--- src/rtl/legv8_pkg.sv ---
// Shared encodings, state/class enums and per-state control table
// for the multi-cycle LEGv8 control path.
package legv8_pkg;

    localparam int ALU_W = 3;

    localparam logic [ALU_W-1:0] ALU_AND   = 3'b000;
    localparam logic [ALU_W-1:0] ALU_ORR   = 3'b001;
    localparam logic [ALU_W-1:0] ALU_PASSB = 3'b100;
    localparam logic [ALU_W-1:0] ALU_ADD   = 3'b101;
    localparam logic [ALU_W-1:0] ALU_SUB   = 3'b110;
    localparam logic [ALU_W-1:0] ALU_MOVK  = 3'b111;

    localparam logic [1:0] SRCB_REG    = 2'd0;
    localparam logic [1:0] SRCB_FOUR   = 2'd1;
    localparam logic [1:0] SRCB_IMM    = 2'd2;
    localparam logic [1:0] SRCB_IMM_SH = 2'd3;

    localparam logic [1:0] PCSRC_ALU    = 2'd0;
    localparam logic [1:0] PCSRC_ALUOUT = 2'd1;

    localparam logic [10:0] OP_AND  = 11'b10001010000;
    localparam logic [10:0] OP_ADD  = 11'b10001011000;
    localparam logic [10:0] OP_ORR  = 11'b10101010000;
    localparam logic [10:0] OP_SUB  = 11'b11001011000;
    localparam logic [10:0] OP_MOVK = 11'b11110010100;
    localparam logic [10:0] OP_STUR = 11'b11111000000;
    localparam logic [10:0] OP_LDUR = 11'b11111000010;
    localparam logic [5:0]  OP_B    = 6'b000101;
    localparam logic [7:0]  OP_CBZ  = 8'b10110100;
    localparam logic [7:0]  OP_CBNZ = 8'b10110101;

    typedef enum logic [3:0] {
        S_IDLE      = 4'd0,
        S_FETCH     = 4'd1,
        S_DECODE    = 4'd2,
        S_EXEC_R    = 4'd3,
        S_EXEC_ADDR = 4'd4,
        S_MEM_RD    = 4'd5,
        S_MEM_WR    = 4'd6,
        S_WB_ALU    = 4'd7,
        S_WB_MEM    = 4'd8,
        S_BRANCH    = 4'd9,
        S_TRAP      = 4'd10
    } state_e;

    typedef enum logic [2:0] {
        C_ILLEGAL = 3'd0,
        C_RTYPE   = 3'd1,
        C_MOVK    = 3'd2,
        C_LOAD    = 3'd3,
        C_STORE   = 3'd4,
        C_B       = 3'd5,
        C_CBZ     = 3'd6,
        C_CBNZ    = 3'd7
    } iclass_e;

    // fetch_wr and br_z/br_nz are qualified later by mem_ready / alu_zero
    typedef struct packed {
        logic             mem_req;
        logic             mem_read;
        logic             mem_write;
        logic             i_or_d;
        logic             fetch_wr;
        logic             pc_uncond;
        logic             br_z;
        logic             br_nz;
        logic             reg_write;
        logic             mem_to_reg;
        logic             reg2loc;
        logic             alu_src_a;
        logic [1:0]       alu_src_b;
        logic [ALU_W-1:0] alu_op;
        logic [1:0]       pc_src;
        logic             trap;
    } ctrl_t;

    function automatic ctrl_t ctrl_for(
        state_e           s,
        iclass_e          c,
        logic [ALU_W-1:0] op
    );
        ctrl_t o;
        o = '0;
        unique case (s)
            S_FETCH: begin
                o.mem_req   = 1'b1;
                o.mem_read  = 1'b1;
                o.fetch_wr  = 1'b1;
                o.alu_src_b = SRCB_FOUR;
                o.alu_op    = ALU_ADD;
                o.pc_src    = PCSRC_ALU;
            end
            S_DECODE: begin
                o.alu_src_b = SRCB_IMM_SH;
                o.alu_op    = ALU_ADD;
            end
            S_EXEC_R: begin
                o.alu_src_a = 1'b1;
                o.alu_src_b = (c == C_MOVK) ? SRCB_IMM : SRCB_REG;
                o.alu_op    = op;
            end
            S_EXEC_ADDR: begin
                o.alu_src_a = 1'b1;
                o.alu_src_b = SRCB_IMM;
                o.alu_op    = ALU_ADD;
                o.reg2loc   = (c == C_STORE);
            end
            S_MEM_RD: begin
                o.mem_req  = 1'b1;
                o.mem_read = 1'b1;
                o.i_or_d   = 1'b1;
            end
            S_MEM_WR: begin
                o.mem_req   = 1'b1;
                o.mem_write = 1'b1;
                o.i_or_d    = 1'b1;
            end
            S_WB_ALU: o.reg_write = 1'b1;
            S_WB_MEM: begin
                o.reg_write  = 1'b1;
                o.mem_to_reg = 1'b1;
            end
            S_BRANCH: begin
                o.pc_src = PCSRC_ALUOUT;
                if (c == C_B) begin
                    o.pc_uncond = 1'b1;
                end else begin
                    o.reg2loc   = 1'b1;
                    o.alu_src_a = 1'b1;
                    o.alu_src_b = SRCB_REG;
                    o.alu_op    = ALU_PASSB;
                    o.br_z      = (c == C_CBZ);
                    o.br_nz     = (c == C_CBNZ);
                end
            end
            S_TRAP:  o.trap = 1'b1;
            default: o = '0;
        endcase
        return o;
    endfunction

endpackage

--- src/rtl/legv8_multicycle_ctrl_if.sv ---
// Shared instruction/data memory port between the control FSM
// (master) and the variable-latency memory (slave).
interface legv8_multicycle_ctrl_if;

    logic mem_req;
    logic mem_read;
    logic mem_write;
    logic i_or_d;
    logic mem_ready;

    modport master (
        output mem_req,
        output mem_read,
        output mem_write,
        output i_or_d,
        input  mem_ready
    );

    modport slave (
        input  mem_req,
        input  mem_read,
        input  mem_write,
        input  i_or_d,
        output mem_ready
    );

endinterface

--- src/rtl/legv8_opdecode.sv ---
// Opcode classifier: maps IR[31:21] to an instruction class and
// the ALU operation used in the execute step.
module legv8_opdecode
    import legv8_pkg::*;
#(
    parameter int OPCODE_W = 11
) (
    input  logic [OPCODE_W-1:0] opcode,
    output iclass_e             cls_o,
    output logic [ALU_W-1:0]    alu_op_o
);

    logic [5:0] top6;
    logic [7:0] top8;
    logic is_b, is_cbz, is_cbnz;
    logic is_and, is_add, is_orr, is_sub;
    logic is_movk, is_stur, is_ldur;

    assign top6    = opcode[OPCODE_W-1 -: 6];
    assign top8    = opcode[OPCODE_W-1 -: 8];
    assign is_b    = (top6 == OP_B);
    assign is_cbz  = (top8 == OP_CBZ);
    assign is_cbnz = (top8 == OP_CBNZ);
    assign is_and  = (opcode == OPCODE_W'(OP_AND));
    assign is_add  = (opcode == OPCODE_W'(OP_ADD));
    assign is_orr  = (opcode == OPCODE_W'(OP_ORR));
    assign is_sub  = (opcode == OPCODE_W'(OP_SUB));
    assign is_movk = (opcode == OPCODE_W'(OP_MOVK));
    assign is_stur = (opcode == OPCODE_W'(OP_STUR));
    assign is_ldur = (opcode == OPCODE_W'(OP_LDUR));

    always_comb begin
        cls_o    = C_ILLEGAL;
        alu_op_o = ALU_ADD;
        unique case (1'b1)
            is_and: begin
                cls_o    = C_RTYPE;
                alu_op_o = ALU_AND;
            end
            is_add: begin
                cls_o    = C_RTYPE;
                alu_op_o = ALU_ADD;
            end
            is_orr: begin
                cls_o    = C_RTYPE;
                alu_op_o = ALU_ORR;
            end
            is_sub: begin
                cls_o    = C_RTYPE;
                alu_op_o = ALU_SUB;
            end
            is_movk: begin
                cls_o    = C_MOVK;
                alu_op_o = ALU_MOVK;
            end
            is_stur: cls_o = C_STORE;
            is_ldur: cls_o = C_LOAD;
            is_b:    cls_o = C_B;
            is_cbz: begin
                cls_o    = C_CBZ;
                alu_op_o = ALU_PASSB;
            end
            is_cbnz: begin
                cls_o    = C_CBNZ;
                alu_op_o = ALU_PASSB;
            end
            default: begin
                cls_o    = C_ILLEGAL;
                alu_op_o = ALU_ADD;
            end
        endcase
    end

endmodule

--- src/rtl/legv8_multicycle_ctrl.sv ---
// Moore control FSM for the multi-cycle LEGv8 datapath with
// variable-latency memory handshake, timeout and illegal-op traps.
module legv8_multicycle_ctrl
    import legv8_pkg::*;
#(
    parameter int OPCODE_W    = 11,
    parameter int ALUOP_W     = 3,
    parameter int MEM_TIMEOUT = 16
) (
    input  logic                   clk,
    input  logic                   rst_n,
    input  logic [31:0]            instr,
    input  logic                   alu_zero,
    legv8_multicycle_ctrl_if.master mem,
    output logic                   ir_write,
    output logic                   pc_write,
    output logic                   reg_write,
    output logic                   mem_to_reg,
    output logic                   reg2loc,
    output logic                   alu_src_a,
    output logic [1:0]             alu_src_b,
    output logic [ALUOP_W-1:0]     alu_op,
    output logic [1:0]             pc_src,
    output logic                   trap,
    output logic [3:0]             state_o
);

    localparam int WAIT_W = $clog2(MEM_TIMEOUT + 1);
    localparam logic [WAIT_W-1:0] WAIT_MAX  = WAIT_W'(MEM_TIMEOUT);
    localparam logic [WAIT_W-1:0] WAIT_LAST = WAIT_W'(MEM_TIMEOUT - 1);

    state_e            state_q, state_d;
    iclass_e           cls_q, cls_d;
    logic [ALU_W-1:0]  aluop_q, aluop_d;
    logic [WAIT_W-1:0] wait_q, wait_d;
    ctrl_t             out_q, out_d;

    iclass_e          dec_cls;
    logic [ALU_W-1:0] dec_op;
    logic             in_wait;
    logic             timeout;
    logic             entering;
    logic             unused_instr;

    legv8_opdecode #(
        .OPCODE_W (OPCODE_W)
    ) u_dec (
        .opcode   (instr[31 -: OPCODE_W]),
        .cls_o    (dec_cls),
        .alu_op_o (dec_op)
    );

    assign unused_instr = ^instr[31-OPCODE_W:0];

    assign in_wait = (state_q == S_FETCH) ||
                     (state_q == S_MEM_RD) ||
                     (state_q == S_MEM_WR);
    // a ready in the last allowed cycle still completes the access
    assign timeout = in_wait && !mem.mem_ready &&
                     (wait_q == WAIT_LAST);

    always_comb begin
        state_d = state_q;
        cls_d   = cls_q;
        aluop_d = aluop_q;
        unique case (state_q)
            S_IDLE: state_d = S_FETCH;
            S_FETCH: begin
                if (mem.mem_ready)
                    state_d = S_DECODE;
                else if (timeout)
                    state_d = S_TRAP;
            end
            S_DECODE: begin
                cls_d   = dec_cls;
                aluop_d = dec_op;
                unique case (dec_cls)
                    C_RTYPE, C_MOVK:    state_d = S_EXEC_R;
                    C_LOAD, C_STORE:    state_d = S_EXEC_ADDR;
                    C_B, C_CBZ, C_CBNZ: state_d = S_BRANCH;
                    default:            state_d = S_TRAP;
                endcase
            end
            S_EXEC_R: state_d = S_WB_ALU;
            S_EXEC_ADDR: begin
                state_d = (cls_q == C_LOAD) ? S_MEM_RD : S_MEM_WR;
            end
            S_MEM_RD: begin
                if (mem.mem_ready)
                    state_d = S_WB_MEM;
                else if (timeout)
                    state_d = S_TRAP;
            end
            S_MEM_WR: begin
                if (mem.mem_ready)
                    state_d = S_FETCH;
                else if (timeout)
                    state_d = S_TRAP;
            end
            S_WB_ALU: state_d = S_FETCH;
            S_WB_MEM: state_d = S_FETCH;
            S_BRANCH: state_d = S_FETCH;
            S_TRAP:   state_d = S_TRAP;
            default:  state_d = S_TRAP;
        endcase
    end

    assign entering = (state_d != state_q) &&
                      ((state_d == S_FETCH) ||
                       (state_d == S_MEM_RD) ||
                       (state_d == S_MEM_WR));

    always_comb begin
        wait_d = wait_q;
        if (entering)
            wait_d = '0;
        else if (in_wait && !mem.mem_ready && wait_q != WAIT_MAX)
            wait_d = wait_q + WAIT_W'(1);
    end

    assign out_d = ctrl_for(state_d, cls_d, aluop_d);

    always_ff @(posedge clk or negedge rst_n) begin
        if (!rst_n) begin
            state_q <= S_IDLE;
            cls_q   <= C_ILLEGAL;
            aluop_q <= '0;
            wait_q  <= '0;
            out_q   <= '0;
        end else begin
            state_q <= state_d;
            cls_q   <= cls_d;
            aluop_q <= aluop_d;
            wait_q  <= wait_d;
            out_q   <= out_d;
        end
    end

    assign mem.mem_req   = out_q.mem_req;
    assign mem.mem_read  = out_q.mem_read;
    assign mem.mem_write = out_q.mem_write;
    assign mem.i_or_d    = out_q.i_or_d;

    assign ir_write   = out_q.fetch_wr & mem.mem_ready;
    assign pc_write   = (out_q.fetch_wr & mem.mem_ready) |
                        out_q.pc_uncond |
                        (out_q.br_z & alu_zero) |
                        (out_q.br_nz & ~alu_zero);
    assign reg_write  = out_q.reg_write;
    assign mem_to_reg = out_q.mem_to_reg;
    assign reg2loc    = out_q.reg2loc;
    assign alu_src_a  = out_q.alu_src_a;
    assign alu_src_b  = out_q.alu_src_b;
    assign alu_op     = ALUOP_W'(out_q.alu_op);
    assign pc_src     = out_q.pc_src;
    assign trap       = out_q.trap;
    assign state_o    = state_q;

endmodule

--- src/flat_wrapper.sv ---
// flat-port wrapper written by rule: the top's interface ports become plain ports
module legv8_multicycle_ctrl_flat import legv8_pkg::*;
#(
    parameter int OPCODE_W    = 11,
    parameter int ALUOP_W     = 3,
    parameter int MEM_TIMEOUT = 16
)
  (clk, rst_n, instr, alu_zero, ir_write, pc_write, reg_write, mem_to_reg, reg2loc, alu_src_a, alu_src_b, alu_op, pc_src, trap, state_o, mem_mem_req, mem_mem_read, mem_mem_write, mem_i_or_d, mem_mem_ready);
  legv8_multicycle_ctrl_if mem_i ();
  input  logic clk;
  input  logic rst_n;
  input  logic [31:0] instr;
  input  logic alu_zero;
  output logic ir_write;
  output logic pc_write;
  output logic reg_write;
  output logic mem_to_reg;
  output logic reg2loc;
  output logic alu_src_a;
  output logic [1:0] alu_src_b;
  output logic [ALUOP_W-1:0] alu_op;
  output logic [1:0] pc_src;
  output logic trap;
  output logic [3:0] state_o;
  output wire logic [$bits(mem_i.mem_req)-1:0] mem_mem_req;
  output wire logic [$bits(mem_i.mem_read)-1:0] mem_mem_read;
  output wire logic [$bits(mem_i.mem_write)-1:0] mem_mem_write;
  output wire logic [$bits(mem_i.i_or_d)-1:0] mem_i_or_d;
  input wire logic [$bits(mem_i.mem_ready)-1:0] mem_mem_ready;
  assign mem_mem_req = mem_i.mem_req;
  assign mem_mem_read = mem_i.mem_read;
  assign mem_mem_write = mem_i.mem_write;
  assign mem_i_or_d = mem_i.i_or_d;
  assign mem_i.mem_ready = mem_mem_ready;
  legv8_multicycle_ctrl #(.OPCODE_W(OPCODE_W), .ALUOP_W(ALUOP_W), .MEM_TIMEOUT(MEM_TIMEOUT)) u_core (.clk(clk), .rst_n(rst_n), .instr(instr), .alu_zero(alu_zero), .mem(mem_i), .ir_write(ir_write), .pc_write(pc_write), .reg_write(reg_write), .mem_to_reg(mem_to_reg), .reg2loc(reg2loc), .alu_src_a(alu_src_a), .alu_src_b(alu_src_b), .alu_op(alu_op), .pc_src(pc_src), .trap(trap), .state_o(state_o));
endmodule
--- config.mk ---
export PLATFORM = sky130hd
export DESIGN_NAME = legv8_multicycle_ctrl_flat
export DESIGN_NICKNAME = d
export VERILOG_FILES = /design/src/rtl/legv8_pkg.sv /design/src/rtl/legv8_multicycle_ctrl_if.sv /design/src/rtl/legv8_opdecode.sv /design/src/rtl/legv8_multicycle_ctrl.sv /design/src/flat_wrapper.sv
export SDC_FILE = /design/constraint.sdc
export NUM_CORES = 1
export LEC_CHECK = 0
export CORE_ASPECT_RATIO = 0.8
export CORE_MARGIN = 1
export CORE_UTILIZATION = 30
export CTS_CLUSTER_SIZE = 20
export DETAILED_ROUTE_END_ITERATION = 7
export GPL_ROUTABILITY_DRIVEN = 0
export PLACE_DENSITY = 0.51
export SYNTH_ARGS = -nofsm -noshare
export SYNTH_HDL_FRONTEND = slang
export SYNTH_SLANG_ARGS = --single-unit
--- constraint.sdc ---
create_clock -name clk -period 3.65 [get_ports clk]
set_input_delay 0.73 -clock clk [delete_from_list [all_inputs] [get_ports clk]]
set_output_delay 0.73 -clock clk [all_outputs]
set_load 0.01 [all_outputs]
# Yosys cells after proc, flatten, opt, wreduce, memory -nomap -nowiden
# Index checks and enable logic that the tools add are counted.
# W data, S select, Z words.
# word_totals
ff_bits,34
output_inout_bits,22
word_cells,125
# op_classes
add_sub_neg,1
eq_ne,45
muxes,30
bitwise_logic,7
reduce_logical,22
# ops
op,n
$eq A11 B11 Y1 const B,7
$eq A4 B3 Y1 const B,8
$pmux W4 S7,1
$pmux W5 S5,1
$eq A3 B3 Y1 const B,8
$pmux W3 S7,1
$eq A4 B4 Y1 const B,5
$eq A4 B2 Y1 const B,4
$eq A8 B8 Y1 const B,2
$mux W4,4
$pmux W3 S5,1
$reduce_or A2 Y1,7
$eq A3 B2 Y1 const B,4
$pmux W4 S3,1
$mux W1,10
$mux W5,2
$mux W3,3
$eq A4 B1 Y1 const B,2
$reduce_or A4 Y1,2
$mux W7,1
$eq A6 B3 Y1 const B,1
$mux W2,3
$reduce_or A3 Y1,2
$add A5 B1 Y5 const B,1
other kinds (13),24

# Logic depth before layout (Yosys ltp)
# Gate-level depths: netlist of the first run.
# logic_depth
word_depth,13
mapped_depth,11

# Hierarchy
# A second synthesis of the first run with hierarchy kept.
# hier_totals
hier_cells,209
hier_area_um2,2082.0
# by_module_without_submodules
module,n_inst,cells_each,area_per_inst_um2,seq_area_each_um2
legv8_multicycle_ctrl,1,174,1816.7,850.8
legv8_opdecode,1,35,265.3,0.0

# Worst setup path before layout of the first run
# Ideal clock, no wire load.
# synth_timing
kind,input to register
start,in instr[26]
end,reg u_core.wait_q[0]
t_arrival_ps,2624
setup_slack_ps,898
stages,7
n_path_buf,0
path_cell_list,or4b_4 or3_2 o311ai_0 mux2_4 nor4_4 a32oi_2 nor2_1
# synth_via
elab_chain_len,12
word_cells_on_any_way,33
cone_classes,21 x eq/ne; 4 x mux; 8 x reduce/logical
# synth_rtl
element,line_no,source
from (decl),flat_wrapper.sv:12,input logic [31:0] instr;
"$eq A11 B11 Y1, on equally long branches",-,
$reduce_or A4 Y1 (no line),-,
$pmux W3 S7 *,legv8_opdecode.sv:35,unique case (1'b1)
"$eq A3 B3 Y1, or another cell as far along",legv8_multicycle_ctrl.sv:77,unique case (dec_cls)
$reduce_or A3 Y1 or $reduce_or A2 Y1 (tied branches),legv8_multicycle_ctrl.sv:77,
$pmux W4 S3 *,legv8_multicycle_ctrl.sv:77,
$pmux W4 S7 *,legv8_multicycle_ctrl.sv:66,unique case (state_q)
$eq A4 B1 Y1 or $eq A4 B3 Y1 (tied branches),"legv8_multicycle_ctrl.sv:109, legv8_multicycle_ctrl.sv:110",
$logic_or A1 B1 Y1,legv8_multicycle_ctrl.sv:109,((state_d == S_FETCH) ||
$logic_or A1 B1 Y1,legv8_multicycle_ctrl.sv:110,(state_d == S_MEM_RD) ||
$logic_and A1 B1 Y1 *,legv8_multicycle_ctrl.sv:108,assign entering = (state_d != state_q) &&
$mux W5 or $reduce_bool A2 Y1 (tied branches),-,
to (signal assigned),legv8_multicycle_ctrl.sv:134,wait_q <= wait_d;
to (decl),legv8_multicycle_ctrl.sv:35,"logic [WAIT_W-1:0] wait_q, wait_d;"
# Every way passes the cells marked *; elsewhere a longest branch is shown, timed or not.
# A chain may end at the register's enable or synchronous reset.

# Worst setup path after layout of the first run
# layout_timing
start,in mem_mem_ready
end,out pc_write
# layout_via
elab_chain_len,4
# layout_rtl
element,line_no,source
from (decl),flat_wrapper.sv:29,input wire logic [$bits(mem_i.mem_ready)-1:0] mem_mem_ready;
$and A1 B1 Y1,legv8_multicycle_ctrl.sv:145,assign pc_write = (out_q.fetch_wr & mem.mem_ready) |
$or A1 B1 Y1,legv8_multicycle_ctrl.sv:145,
$or A1 B1 Y1,legv8_multicycle_ctrl.sv:146,out_q.pc_uncond |
$or A1 B1 Y1,legv8_multicycle_ctrl.sv:147,(out_q.br_z & alu_zero) |
to (decl),flat_wrapper.sv:15,output logic pc_write;
# No other way between the ends.

==> reports/summary.md, run 1 <==
Die height: 75.11 um. The count of antenna-violating nets left after detailed routing was 0; the final setup violation count was 0. The final worst hold slack is 0.4992 ns, and the post-route minimum period is 3.194 ns. Counting distinct cell types in the post-synthesis netlist gives 56. For the max-capacitance violation count, the log shows 0.

The area added between synthesis and finish is 25.91%, and the arrival time reported for the critical path endpoint is 2.46 ns. The tools report the synthesized area as 2004 um^2. For the worst-case headroom to the max-slew limit, the log shows 48.15%.

The count of buffers inserted at the top-level ports works out to 35. The tools report the estimated wirelength of the detail-placed design as 3503 um. The number of instances in the placed design is 330, and the net count after synthesis is 257. The per-cell routed wire length is 14.00 um. For this design the static power due to leakage is 1.077 nW.

The sum of overflow across all layers after global routing is 0. The clock net in this run drives a total of 33 sinks. The critical path is of the in2out type. The logs give 0 for the final routed DRC violation total and 338 for the count of non-filler cells in the finished layout. The path category of the worst min-delay check is reg2reg. Entering global routing, the biggest net connects 34 pins. Row generation in the floorplan step produced 26 rows.

Initial cell density of the core: 31.28%. The final layout contains 292 nets. The tools report the maximum count of clock buffers along a single path as 2. The first routing iteration left 119 violations.

Clock skew on the completed layout was measured at 0.004643 ns. The total power divided by cell area works out to 270.2 nW/um^2. The flip-flop count of the largest register after layout was 5. Setup repair after global routing left no endpoint under its margin. The completed layout was analyzed and its total power is 681.9 uW. Hold repair after CTS inserted 0 buffers. Number of warnings reported in the yosys synthesis log: 0.

At the pin with the least slew margin, the transition time is 0.7681 ns. The cell count after synthesis came out at 218. The run finished with clean final reports. The synthesized design contains 33 register bits. The run gives 0 ns as the sum of negative setup slack.

Among all flip-flop cells after synthesis, the most frequent one is sky130_fd_sc_hd__dfrtp_1. The area of the placeable core is 6409 um^2, and the delay of the slowest cell on the worst path is 0.54 ns. For the TritonCTS buffer count, the log shows 5.

The via count of the first global-routing pass is 1486. The first detailed-routing pass ran for 4 iterations. Setup slack on the critical path of the routed design comes to 0.4555 ns. Library cell contributing the largest single delay on the critical path: sky130_fd_sc_hd__clkdlybuf4s50_1.

After clock tree synthesis, the clock-pin slew on the worst setup and hold paths is 0.07 ns. The number of filler cells placed in the layout came out at 656. The tools report the number of pins exceeding their max-slew limit in the final report as 0.

The logs give 0 for the number of antenna repair diodes and 0 for the initial antenna violation count. Startpoint class of the critical path: an input pin. After synthesis, the share of flip-flops with an asynchronous set or reset is 100.0%. The share of synthesized area occupied by flip-flops and latches was 41.20%; the overall fraction of global-route tracks in use was 14.27%. The latest clock arrival within the worst-skew pair was 0.28 ns.

For the total number of vias, the log shows 1678. The wire length of the first global-routing pass came out at 7596 um. During I/O placement, the number of pins put on the boundary was 58.

CTS built an H-tree with a depth of 2. The number of flops mapped to enable cells by yosys is 0. Walking the worst path, the cells encountered are clkdlybuf4s50_1 > buf_4 > and2_1 > or3_1 > clkdlybuf4s50_1. IR analysis of the VDD net gives a maximum drop of 0.1081 mV. The number of hold violations in the final report is 0, and the fmax is 313.0 MHz. Share of the clock period used by the worst path after layout: 87.52%.

Using the TritonRoute via totals, the vias-per-cell ratio works out to 4.964. The library cell appearing most often on the critical path is sky130_fd_sc_hd__clkdlybuf4s50_1. Register with the highest flop count: u_core.wait_q. Gates resized during post-CTS repair numbered 0.

Timing analysis after detailed placement gives a worst setup slack of 0.1743 ns. Of all nets on the critical path, the largest fanout is 8. The die covers 7014 um^2. The buffers inserted during post-CTS setup optimization came out at 0.

Wires add up to 4733 um. In the final layout, the share of cells above drive strength 1 is 12.60%. Capturing element type of the critical path: an output port. TritonCTS built the clock tree.

Library cell used as clock root buffer: sky130_fd_sc_hd__clkbuf_8. The required time of the critical path is 2.92 ns. From left edge to right edge, the die measures 93.39 um. The synthesized area per cell was 9.195 um^2.
==> report_power, final <==
| part | internal (mW) | leakage [nW] | switching (mW) |
|---|---|---|---|
| Combinational | 0.0229 | 0.609 | 0.0245 |
| Clock | 0.131 | 0.0439 | 0.137 |
| Sequential | 0.366 | 0.425 | 0.0000924 |
| Total | 0.520 | 1.08 | 0.162 |
==> kinds of logic (layout without fill, tap and decap cells) <==
family / Yosys count / after routing / synth area share [%]
muxes: 4 / 4 / 2.309
adders and majority gates: 4 / 4 / 2.372
xor gates and xnor gates: 4 / 4 / 1.748
other: 1 / 1 / 0.1871
DFF: 33 / 33 / 41.20
buffers and inverters: 31 / 67 / 7.116
AOI/OAI and AO/OA: 59 / 59 / 21.10
and+or+nand+nor: 82 / 82 / 23.97
==> worst paths after layout <==
path	slack, ns	cells after the start	startpoint	to
max	0.46	5	mem_mem_ready	pc_write
min	0.50	2	u_core.aluop_q[0]	u_core.aluop_q[0]
max reg2reg	0.72	10	u_core.wait_q[1]	u_core.wait_q[4]
min reg2reg	0.50	2	u_core.aluop_q[0]	u_core.aluop_q[0]
max in group asynchronous	2.50	2	rst_n	u_core.out_q[14]
min in group asynchronous	0.85	2	rst_n	u_core.wait_q[2]
==> cell type report <==
type	instances	area [um^2]	area share [%]
clock inverter	3	17.52	0.6941
clock buffer	5	68.82	2.727
tap	84	105.1	4.165
inverter	16	60.06	2.380
multi-input combinational	154	1036	41.05
timing repair buffer	43	410.4	16.26
sequential	33	825.8	32.72
==> layer usage <==
layer	global-route usage [%]	vias up	part of all wire, %
li1	-	834	-
met1	21.96	788	54
met2	19.53	51	39
met3	2.727	5	5.6
met4	5.128	0	1.2
met5	0	-	0
==> critical path: cells and delay by family <==
family	cells	cell delay, ns
buffers and inverters	3	1.25
and+or+nand+nor	2	0.48
==> stage by stage <==
step | instance area (um^2) | utilization, %
after global routing | 2524 | 39.38
after floorplan | 2004 | -
after global placement | 2437 | 38.03
after detailed placement | 2437 | 38.03
final | 2524 | 39.38
after CTS | 2524 | 39.38
==> placed cells by master (no fill, tap or decap), types with 2 or more instances in the layout <==
cell / n
sky130_fd_sc_hd__clkdlybuf4s50_1: 35
sky130_fd_sc_hd__dfrtp_1: 33
sky130_fd_sc_hd__nor2_1: 24
sky130_fd_sc_hd__a21oi_1: 18
sky130_fd_sc_hd__nand2_1: 17
sky130_fd_sc_hd__inv_1: 16
sky130_fd_sc_hd__o21ai_0: 13
sky130_fd_sc_hd__buf_4: 8
sky130_fd_sc_hd__nor2b_1: 5
sky130_fd_sc_hd__clkbuf_8: 5
sky130_fd_sc_hd__nand2b_1: 4
sky130_fd_sc_hd__nor3_1: 4
sky130_fd_sc_hd__a31oi_1: 4
sky130_fd_sc_hd__or3_1: 3
sky130_fd_sc_hd__a211oi_1: 3
sky130_fd_sc_hd__xnor2_1: 3
sky130_fd_sc_hd__ha_1: 3
sky130_fd_sc_hd__and3_1: 2
sky130_fd_sc_hd__o31ai_1: 2
sky130_fd_sc_hd__a2bb2oi_1: 2
sky130_fd_sc_hd__mux2i_1: 2
sky130_fd_sc_hd__or4b_4: 2
sky130_fd_sc_hd__nand3b_1: 2
sky130_fd_sc_hd__nand4b_1: 2
sky130_fd_sc_hd__nor3b_1: 2
sky130_fd_sc_hd__o211ai_1: 2
sky130_fd_sc_hd__o21ba_2: 2
sky130_fd_sc_hd__o311ai_0: 2
sky130_fd_sc_hd__and2_1: 2
sky130_fd_sc_hd__nand3_1: 2
sky130_fd_sc_hd__clkinv_2: 2
==> cells in the mapped netlist (all sizes together), types with 2 or more instances <==
library cell | count | share of area [%]
a211oi | 3 | 1.1
a31oi | 4 | 1.2
nor2b | 5 | 1.6
and3 | 2 | 0.62
nor3 | 4 | 1.0
nand3 | 2 | 0.50
and2 | 3 | 0.94
nor3b | 2 | 0.75
nand4b | 2 | 0.87
clkbuf | 8 | 1.5
mux2 | 2 | 1.3
o211ai | 2 | 0.75
o21ba | 2 | 1.0
nand2b | 4 | 1.2
o311ai | 3 | 1.3
buf | 7 | 2.6
a221o | 2 | 1.1
dfrtp | 33 | 41
nand2 | 17 | 3.2
nand3b | 2 | 0.75
inv | 16 | 3.0
o21ai | 13 | 3.2
or3 | 4 | 1.3
xnor2 | 3 | 1.3
a21oi | 18 | 4.5
mux2i | 2 | 1.0
ha | 3 | 1.9
o31ai | 3 | 1.8
a2bb2oi | 2 | 0.87
nor2 | 24 | 4.5
or4b | 2 | 1.4
No activity file was read; power rests on OpenSTA's default activity.
==> run 2: changes to the inputs <==
--- a/config.mk
+++ b/config.mk
@@ -12,6 +12,7 @@
 export DETAILED_ROUTE_END_ITERATION = 7
 export GPL_ROUTABILITY_DRIVEN = 0
 export PLACE_DENSITY = 0.51
+export SKIP_LAST_GASP = 1
 export SYNTH_ARGS = -nofsm -noshare
 export SYNTH_HDL_FRONTEND = slang
 export SYNTH_SLANG_ARGS = --single-unit
==> results of run 2 <==
The final DEF is identical to that of run 1; final timing and power are the same.
